**config.mk**
```make
export PLATFORM = sky130hd
export DESIGN_NAME = ifetch_unit
export DESIGN_NICKNAME = d
export VERILOG_FILES = /design/src/rtl/ifetch_unit.sv
export SDC_FILE = /design/constraint.sdc
export NUM_CORES = 1
export LEC_CHECK = 0
export BUFFER_PORTS_ARGS = -buffer_cell sky130_fd_sc_hd__buf_2
export CAP_MARGIN = 20
export CORE_MARGIN = 4
export CORE_UTILIZATION = 40
export DETAILED_ROUTE_END_ITERATION = 6
export PLACE_DENSITY_LB_ADDON = 0.1
export SYNTH_ARGS = -nofsm -noshare
export SYNTH_HDL_FRONTEND = slang
export SYNTH_SLANG_ARGS = --single-unit
```
**constraint.sdc**
```tcl
create_clock -name clock -period 4.8 [get_ports clock]
set_clock_uncertainty 0.1 [all_clocks]
set_input_delay 0.96 -clock clock [delete_from_list [all_inputs] [get_ports clock]]
set_output_delay 0.96 -clock clock [all_outputs]
set_load 0.01 [all_outputs]
```
**src/rtl/ifetch_unit.sv**
```systemverilog
// Instruction fetch initiator: walks word addresses from BASE_ADDR, captures the
// memory's combinational read data and buffers {pc, instruction} pairs for decode.
module ifetch_unit #(
  parameter logic [31:0] BASE_ADDR  = 32'h0100_0000,
  parameter logic [31:0] MEM_DEPTH  = 32'h0000_1000,
  parameter int          FIFO_DEPTH = 4
) (
  input  logic        clock,
  input  logic        reset,
  input  logic        fetch_enable,
  output logic [31:0] imem_address,
  output logic        imem_read_write,
  input  logic [31:0] imem_data,
  input  logic        redirect_valid,
  input  logic [31:0] redirect_pc,
  output logic        inst_valid,
  input  logic        inst_ready,
  output logic [31:0] inst_pc,
  output logic [31:0] inst_data,
  output logic        fetch_fault,
  output logic [31:0] fault_pc,
  output logic [1:0]  fsm_state
);

  localparam int PW = $clog2(FIFO_DEPTH);
  localparam int CW = $clog2(FIFO_DEPTH + 1);
  localparam logic [CW-1:0] DEPTH_C   = CW'(FIFO_DEPTH);
  localparam logic [31:0]   LAST_ADDR = BASE_ADDR + MEM_DEPTH - 32'd4;

  typedef enum logic [1:0] {
    ST_IDLE  = 2'd0,
    ST_RUN   = 2'd1,
    ST_FAULT = 2'd2
  } state_t;

  state_t        state;
  logic [31:0]   fetch_pc;
  logic [CW-1:0] count;
  logic [PW-1:0] wr_ptr;
  logic [PW-1:0] rd_ptr;
  logic [31:0]   buf_pc   [FIFO_DEPTH];
  logic [31:0]   buf_data [FIFO_DEPTH];

  logic pop;
  logic try_push;
  logic fetch_legal;
  logic do_push;

  function automatic logic pc_legal(input logic [31:0] pc);
    return (pc[1:0] == 2'b00) && (pc >= BASE_ADDR) && (pc <= LAST_ADDR);
  endfunction

  // Handshake: an entry transfers on a clock edge where inst_valid && inst_ready
  // are both high, except that a coincident redirect cancels the transfer.
  assign pop         = inst_valid && inst_ready && !redirect_valid;
  assign try_push    = (state == ST_RUN) && fetch_enable && !redirect_valid &&
                       ((count < DEPTH_C) || pop);
  assign fetch_legal = pc_legal(fetch_pc);
  assign do_push     = try_push && fetch_legal;

  assign imem_address    = fetch_pc;
  assign imem_read_write = 1'b0;
  assign fsm_state       = state;

  assign inst_valid = (count != '0);
  assign inst_pc    = inst_valid ? buf_pc[rd_ptr]   : 32'd0;
  assign inst_data  = inst_valid ? buf_data[rd_ptr] : 32'd0;

  always_ff @(posedge clock) begin
    if (do_push) begin
      buf_pc[wr_ptr]   <= fetch_pc;
      buf_data[wr_ptr] <= imem_data;
    end
  end

  always_ff @(posedge clock) begin
    if (reset) begin
      state       <= ST_IDLE;
      fetch_pc    <= BASE_ADDR;
      count       <= '0;
      wr_ptr      <= '0;
      rd_ptr      <= '0;
      fetch_fault <= 1'b0;
      fault_pc    <= 32'd0;
    end else begin
      if (redirect_valid) begin
        count    <= '0;
        wr_ptr   <= '0;
        rd_ptr   <= '0;
        fetch_pc <= redirect_pc;
      end else begin
        if (do_push) begin
          wr_ptr   <= wr_ptr + PW'(1);
          fetch_pc <= fetch_pc + 32'd4;
        end
        if (pop) begin
          rd_ptr <= rd_ptr + PW'(1);
        end
        if (do_push && !pop) begin
          count <= count + CW'(1);
        end else if (!do_push && pop) begin
          count <= count - CW'(1);
        end
      end

      case (state)
        ST_IDLE: begin
          if (!redirect_valid && fetch_enable) begin
            state <= ST_RUN;
          end
        end
        ST_RUN: begin
          if (!fetch_enable) begin
            state <= ST_IDLE;
          end else if (try_push && !fetch_legal) begin
            state       <= ST_FAULT;
            fetch_fault <= 1'b1;
            fault_pc    <= fetch_pc;
          end
        end
        ST_FAULT: begin
          // An illegal redirect target leaves the unit parked in FAULT.
          if (redirect_valid && pc_legal(redirect_pc)) begin
            fetch_fault <= 1'b0;
            state       <= fetch_enable ? ST_RUN : ST_IDLE;
          end
        end
        default: state <= ST_IDLE;
      endcase
    end
  end

endmodule

```
==> out/metrics.csv, run 1 <==
stage,metric,value,unit
timing,Hold Slack,351,ps
worst_hold_path,worst-case hold path end point,fault_pc[29]$_SDFFE_PP0P_,
layout,Final nets,1079,
clock_network,Resize count post-CTS,0,
die,row count,65,
placed_design,Setup Slack @ Placement,1170,ps
synth,"Seq/Total Area, Yosys",0.709,
layout,layout cells sized above 1,0.335,
synth,post-synthesis adder-cell area fraction,0.00829,
pwr,PwrDens,384,mW/mm²
die,Starting Density,0.408,
clock_network,"Clk pin slew, worst setup/hold paths",60,ps
layout,most frequent cells in the layout,"edfxtp_1 (256), buf_2 (200), nand2_1 (81)",
synth,number of synthesized flops with an enable pin,256,
clock_network,CTS tree,yes,
synth,Cells after Synth,797,
synth,syn_area_per_cell,16.3,µm²
clock_network,clk_lat worst skew,510,ps
synth,post-synthesis mux area share,0.128,
layout,"commonest non-fill, non-tap cell in the layout",edfxtp_1,
timing,Final min period,3670,ps
synth,Seq cells post-synth,332,
synth,Netlist cell types,50,
synth,compound-cell area share of the yosys netlist,0.0408,
critical_path,CP max FO,28,
timing,RSZ-0062 raised after global routing,false,
grt,vias in the first global route,7649,
worst_hold_path,Hold WC Path Type,reg -> reg,
routing,Via-to-Cell Ratio,5.14,
synth,top post-synthesis cells by area,"edfxtp_1 (59%), dfxtp_1 (12%), mux4_2 (11%)",
critical_path,Worst R2R Setup Slack,1500,ps
critical_path,worst r2r src,imem_address[27]$_SDFFE_PP0P_,
clock_network,Bufs on Longest Clock Path,3,
synth,Synth top area share,0.592,
die,die outline width,188,µm
layout,Layout area overhead,20.3,%
layout,fin area,0.0156,mm²
timing,Tcrit/Tclk final,0.764,
clock_network,Num CTS Buffers,36,
timing,slew margin rel.,0.313,
routing,DRT iter0 DRCs,468,
grt,largest net degree at the start of global routing,70,
synth,largest family of logic cells by synthesized area,multiplexers,
synth,Synth Area in XOR/XNOR,0.00472,
critical_path,data required time of the worst path,3740,ps
placed_design,RePlAce Congestion,0.731,
clock_network,CTS HTree Levels,2,
synth,Mapped Area,0.0130,mm²
grt,initial antenna violation count,0,
synth,syn_nets,874,
grt,all-layer global routing usage,0.171,
worst_hold_path,hold_sp,fault_pc[29]$_SDFFE_PP0P_,
critical_path,WS Path Type,reg -> out,
timing,Final TNS setup,0,ps
layout,ANT cells,0,
timing,setup violators final,0,
synth,cell taking the most area after synthesis,edfxtp_1,
synth,most used flip-flop cell after synthesis,edfxtp_1,
critical_path,CP Capture Type,output pin,
critical_path,Startpoint Class,flop,
critical_path,R2R depth,10,
routing,antenna-violating nets left,0,
routing,DRC viols,0,
clock_network,Post-CTS Hold Buffers,0,
pwr,total power,5990,µW
routing,final wirelength,30.8,mm
placed_design,DP HPWL,19.7,mm
timing,Max Freq,273,MHz
grt,grt ovf,0,
worst_hold_path,Hold Crit Depth,2,
die,Core Region,0.0318,mm²
timing,Final Worst Setup Slack,1130,ps
placed_design,Port Buf Inserts,200,
outcome,outcome,finished clean,
timing,Least-Margin Pin Slew,1030,ps
die,chip height,188,µm
timing,Slew Limit Fails,0,
routing,DR pass1 iterations,5,
critical_path,RR Endpoint,count[2]$_SDFFE_PP0P_,
synth,ys async rst share,0,
routing,Routed wire per std cell,21.0,µm
clock_network,post-CTS setup buffers,0,
synth,Ys Warns,0,
grt,global-route wire length before repair,46.9,mm
flow_run,max-cap viol count,0,
routing,vias,7521,
pwr,Peak VDD IR,0.192,mV
clock_network,clk root buf,clkbuf_16,
timing,final hold vios,0,
clock_network,CTS Sinks,332,
placed_design,Area after DPL,0.0145,mm²
pwr,Leak,0.00560,µW
critical_path,CP arrival,2610,ps
die,I/O pins,202,
die,Die ar.,0.0354,mm²
synth,simple-gate area share of the yosys netlist,0.0883,
==> cells by family after synthesis <==
family | after synthesis
AO/OA/AOI/OAI | 77
XOR/XNOR | 7
adder cells (fa/ha/maj) | 8
buffers and inverters | 59
flip-flops | 332
multiplexers | 86
other | 1
AND/OR/NAND/NOR | 227
==> worst max-delay path, stage by stage, from the launching register on <==
cell	delay (ps)
dfxtp_4	730
buf_4	460
mux4_2	540
and2_1	200
buf_2	150
==> where the power goes <==
| group | switching, µW | internal (µW) |
|---|---|---|
| Clock | 1050 | 1610 |
| Combinational | 103 | 66.7 |
| Sequential | 50.9 | 3110 |
| Total | 1200 | 4790 |
==> routing by layer <==
metal  GRT usage  up-vias  part of all wire
met4      0.0435        0             0.019
met3      0.0296       47             0.056
met5           0        -                 0
met1       0.243     3787              0.45
met2       0.277      233              0.48
li1            -     3454                 -
==> per-stage QoR <==
step	cells	util
after floorplan	797	-
after global placement	1399	0.455
after detailed placement	1399	0.455
after CTS	1463	0.491
after global routing	1463	0.491
final	1463	0.491
==> final cells by class <==
type / instances / area [µm²]
inverter: 13 / 50.0
sequential: 332 / 9220
clock inverter: 14 / 150
fill: 2795 / 16200
timing repair buffer: 213 / 1150
multi-input combinational: 406 / 3520
tap: 435 / 544
clock buffer: 50 / 995
==> registers in the layout, indices dropped and copies added (netlist names), named ones only <==
signal	count
count	3
wr_ptr	2
fault_pc	32
imem_address	32
buf_pc	128
fsm_state	2
fetch_fault	1
buf_data	128
rd_ptr	2
==> worst max path at each step <==
stage / start / to / slack (ps) / cells after the start
3_3_place_gp: redirect_valid / count[2]$_SDFFE_PP0P_ / 1220 / 10
6_report: flop / inst_pc[25] / 1130 / 4
3_5_place_dp: redirect_valid / count[2]$_SDFFE_PP0P_ / 1170 / 10
5_1_grt: flop / inst_pc[0] / 920 / 4
4_1_cts: flop / inst_pc[25] / 1020 / 4
2_1_floorplan: inst_ready / buf_data[0][0]$_DFFE_PP_ / 810 / 6
==> synth_stat cells, types with 4 or more instances <==
cell / instances
a21oi_1: 41
a221oi_1: 5
a311oi_1: 4
and2_1: 68
buf_2: 14
buf_4: 5
clkbuf_1: 24
dfxtp_1: 76
edfxtp_1: 256
ha_1: 7
inv_1: 12
mux2i_1: 22
mux4_2: 64
nand2_1: 81
nand2b_1: 5
nand3_1: 9
nand4_1: 4
nor2_1: 33
nor3_1: 5
nor4_1: 10
xor2_1: 4
Note: power is estimated with default switching activity, not from simulation.
==> inputs of run 2 (changes only) <==
Clock period 4.8 ns to 3.7 ns, I/O delays scaled along.
==> run 2 against run 1 <==
Sequential share of layout area fell by 0.92 points. Power rose by 32%. Wire length rose by 1.8%. Sequential cell count did not move. Global-route usage rose by 0.66 points. Die area did not move. Final area rose by 1.6%. Non-clock buffer count rose by 17. Register-to-register slack got worse by 910 ps. Critical path type unchanged. Largest power group unchanged.
==> out/metrics.csv, run 2 (same netlist as run 1, synthesis figures left out) <==
stage,metric,value,unit,change
outcome,outcome,finished clean,,
clock_network,Bufs on Longest Clock Path,3,,unchanged
timing,Slew Limit Fails,0,,unchanged
grt,all-layer global routing usage,0.178,,+0.00657
routing,final wirelength,31.3,mm,+1.8%
timing,setup violators final,0,,unchanged
critical_path,Worst R2R Setup Slack,590,ps,-910 ps
clock_network,CTS HTree Levels,2,,unchanged
timing,Final TNS setup,0,ps,unchanged
clock_network,Resize count post-CTS,0,,unchanged
die,die outline width,188,µm,unchanged
pwr,Peak VDD IR,0.355,mV,+84%
die,row count,65,,unchanged
routing,vias,7542,,+0.28%
grt,vias in the first global route,7933,,+3.7%
layout,layout cells sized above 1,0.350,,+0.0149
critical_path,R2R depth,10,,unchanged
timing,Final min period,3240,ps,
placed_design,RePlAce Congestion,0.759,,+3.8%
clock_network,CTS tree,yes,,
placed_design,Port Buf Inserts,200,,unchanged
timing,Hold Slack,346,ps,-5.15 ps
critical_path,Crit. Startpoint,count[2]$_SDFFE_PP0P_,,
die,Starting Density,0.408,,unchanged
die,Die ar.,0.0354,mm²,unchanged
layout,"commonest non-fill, non-tap cell in the layout",edfxtp_1,,
critical_path,CP Capture Type,output pin,,
worst_hold_path,Hold WC Path Type,in -> reg,,
placed_design,dpl cells,1416,,+1.2%
die,I/O pins,202,,unchanged
clock_network,Post-CTS Hold Buffers,0,,unchanged
timing,RSZ-0062 raised after global routing,false,,
clock_network,post-CTS setup buffers,0,,unchanged
timing,Tcrit/Tclk final,0.876,,
die,Core Region,0.0318,mm²,unchanged
layout,biggest regs,"buf_data: 128 flops, buf_pc: 128 flops",,
timing,Max Freq,308,MHz,
grt,grt ovf,0,,unchanged
timing,slew margin rel.,0.445,,+0.132
critical_path,Startpoint Class,flop,,
flow_run,max-cap viol count,0,,unchanged
critical_path,WS Path Type,reg -> out,,
placed_design,DP HPWL,20.7,mm,+5.0%
clock_network,clk_lat worst skew,510,ps,about the same
worst_hold_path,hold_sp,imem_data[28],,
layout,Final nets,1096,,+1.6%
clock_network,CTS Sinks,332,,unchanged
routing,antenna-violating nets left,0,,unchanged
routing,DRC viols,0,,unchanged
grt,largest net degree at the start of global routing,70,,unchanged
routing,DR pass1 iterations,5,,unchanged
routing,DRT iter0 DRCs,529,,+13%
placed_design,Setup Slack @ Placement,457,ps,-715 ps
worst_hold_path,worst-case hold path end point,buf_data[0][28]$_DFFE_PP_,,
clock_network,Num CTS Buffers,36,,unchanged
worst_hold_path,Hold Crit Depth,1,,-1
timing,Least-Margin Pin Slew,833,ps,-197 ps
layout,Non-Filler Instances,1482,,+1.3%
layout,most frequent cells in the layout,"edfxtp_1 (256), buf_2 (200), nand2_1 (81)",,
pwr,Leak,0.00572,µW,+2.3%
critical_path,RR Endpoint,count[2]$_SDFFE_PP0P_,,
routing,Via-to-Cell Ratio,5.09,,-1.0%
layout,Layout area overhead,22.2,%,
clock_network,clk root buf,clkbuf_16,,
timing,final hold vios,0,,unchanged
critical_path,data required time of the worst path,2860,ps,-880 ps
timing,Final Worst Setup Slack,458,ps,-675 ps
critical_path,CP max FO,46,,+64%
pwr,PwrDens,499,mW/mm²,+30%
clock_network,"Clk pin slew, worst setup/hold paths",60,ps,about the same
die,chip height,188,µm,unchanged
routing,Routed wire per std cell,21.1,µm,+0.49%
grt,global-route wire length before repair,48.8,mm,+4.1%
critical_path,worst r2r src,imem_address[21]$_SDFFE_PP0P_,,
layout,ANT cells,0,,unchanged
critical_path,CP arrival,2400,ps,-210 ps
grt,initial antenna violation count,1,,+1
==> run 2: cell count changes in the layout (fill, tap and decap cells not counted) <==
| cell | delta |
|---|---|
| buf_4 | +12 |
| buf_12 | +5 |
| clkbuf_8 | +4 |
| clkbuf_1 | -2 |
| clkinv_2 | -2 |
| clkinvlp_4 | +2 |
| clkinv_1 | -1 |
| inv_6 | +1 |
==> run 2: stage by stage <==
stage                util  total power [µW]  area [µm²]
floorplan               -              4270       13000
global placement    0.461              4420       14700
detailed placement  0.461              4420       14700
CTS                 0.499              8010       15900
global route        0.499              8210       15900
finish              0.499              7920       15900
==> run 2: worst max path at each step <==
stage / slack, ps / endpoint / cells past startpoint
after floorplan: 630 / buf_data[0][0]$_DFFE_PP_ / 6
after global placement: 550 / count[2]$_SDFFE_PP0P_ / 11
after detailed placement: 460 / count[2]$_SDFFE_PP0P_ / 11
final: 460 / inst_pc[1] / 4
after CTS: 400 / inst_data[7] / 4
after global routing: 330 / inst_data[7] / 4
==> run 2: cell type report <==
class                           instances  area, µm²
Multi-Input combinational cell        406       3520
Fill cell                            2743      15900
Inverter                               13       50.0
Tap cell                              435        544
Timing Repair Buffer                  230       1340
Clock buffer                           52       1040
Clock inverter                         14        160
Sequential cell                       332       9220
==> run 2: where the power goes <==
group	switching, µW	leakage (µW)	internal [µW]
Sequential	47.7	0.00292	4040
Clock	1410	0.000577	2180
Combinational	157	0.00223	94.3
Total	1610	0.00572	6310
==> run 2: layer usage <==
| layer | track usage | vias to the layer above | part of all wire |
|---|---|---|---|
| met5 | 0 | - | 0.00022 |
| met4 | 0.0438 | 2 | 0.019 |
| met3 | 0.0306 | 49 | 0.046 |
| met2 | 0.293 | 196 | 0.49 |
| met1 | 0.249 | 3817 | 0.45 |
| li1 | - | 3478 | - |
==> run 2: critical path, cell delays in order (launching register included) <==
cell     delay, ps
dfxtp_1        390
or3_2          730
buf_4          370
and2_1         240
buf_2          150
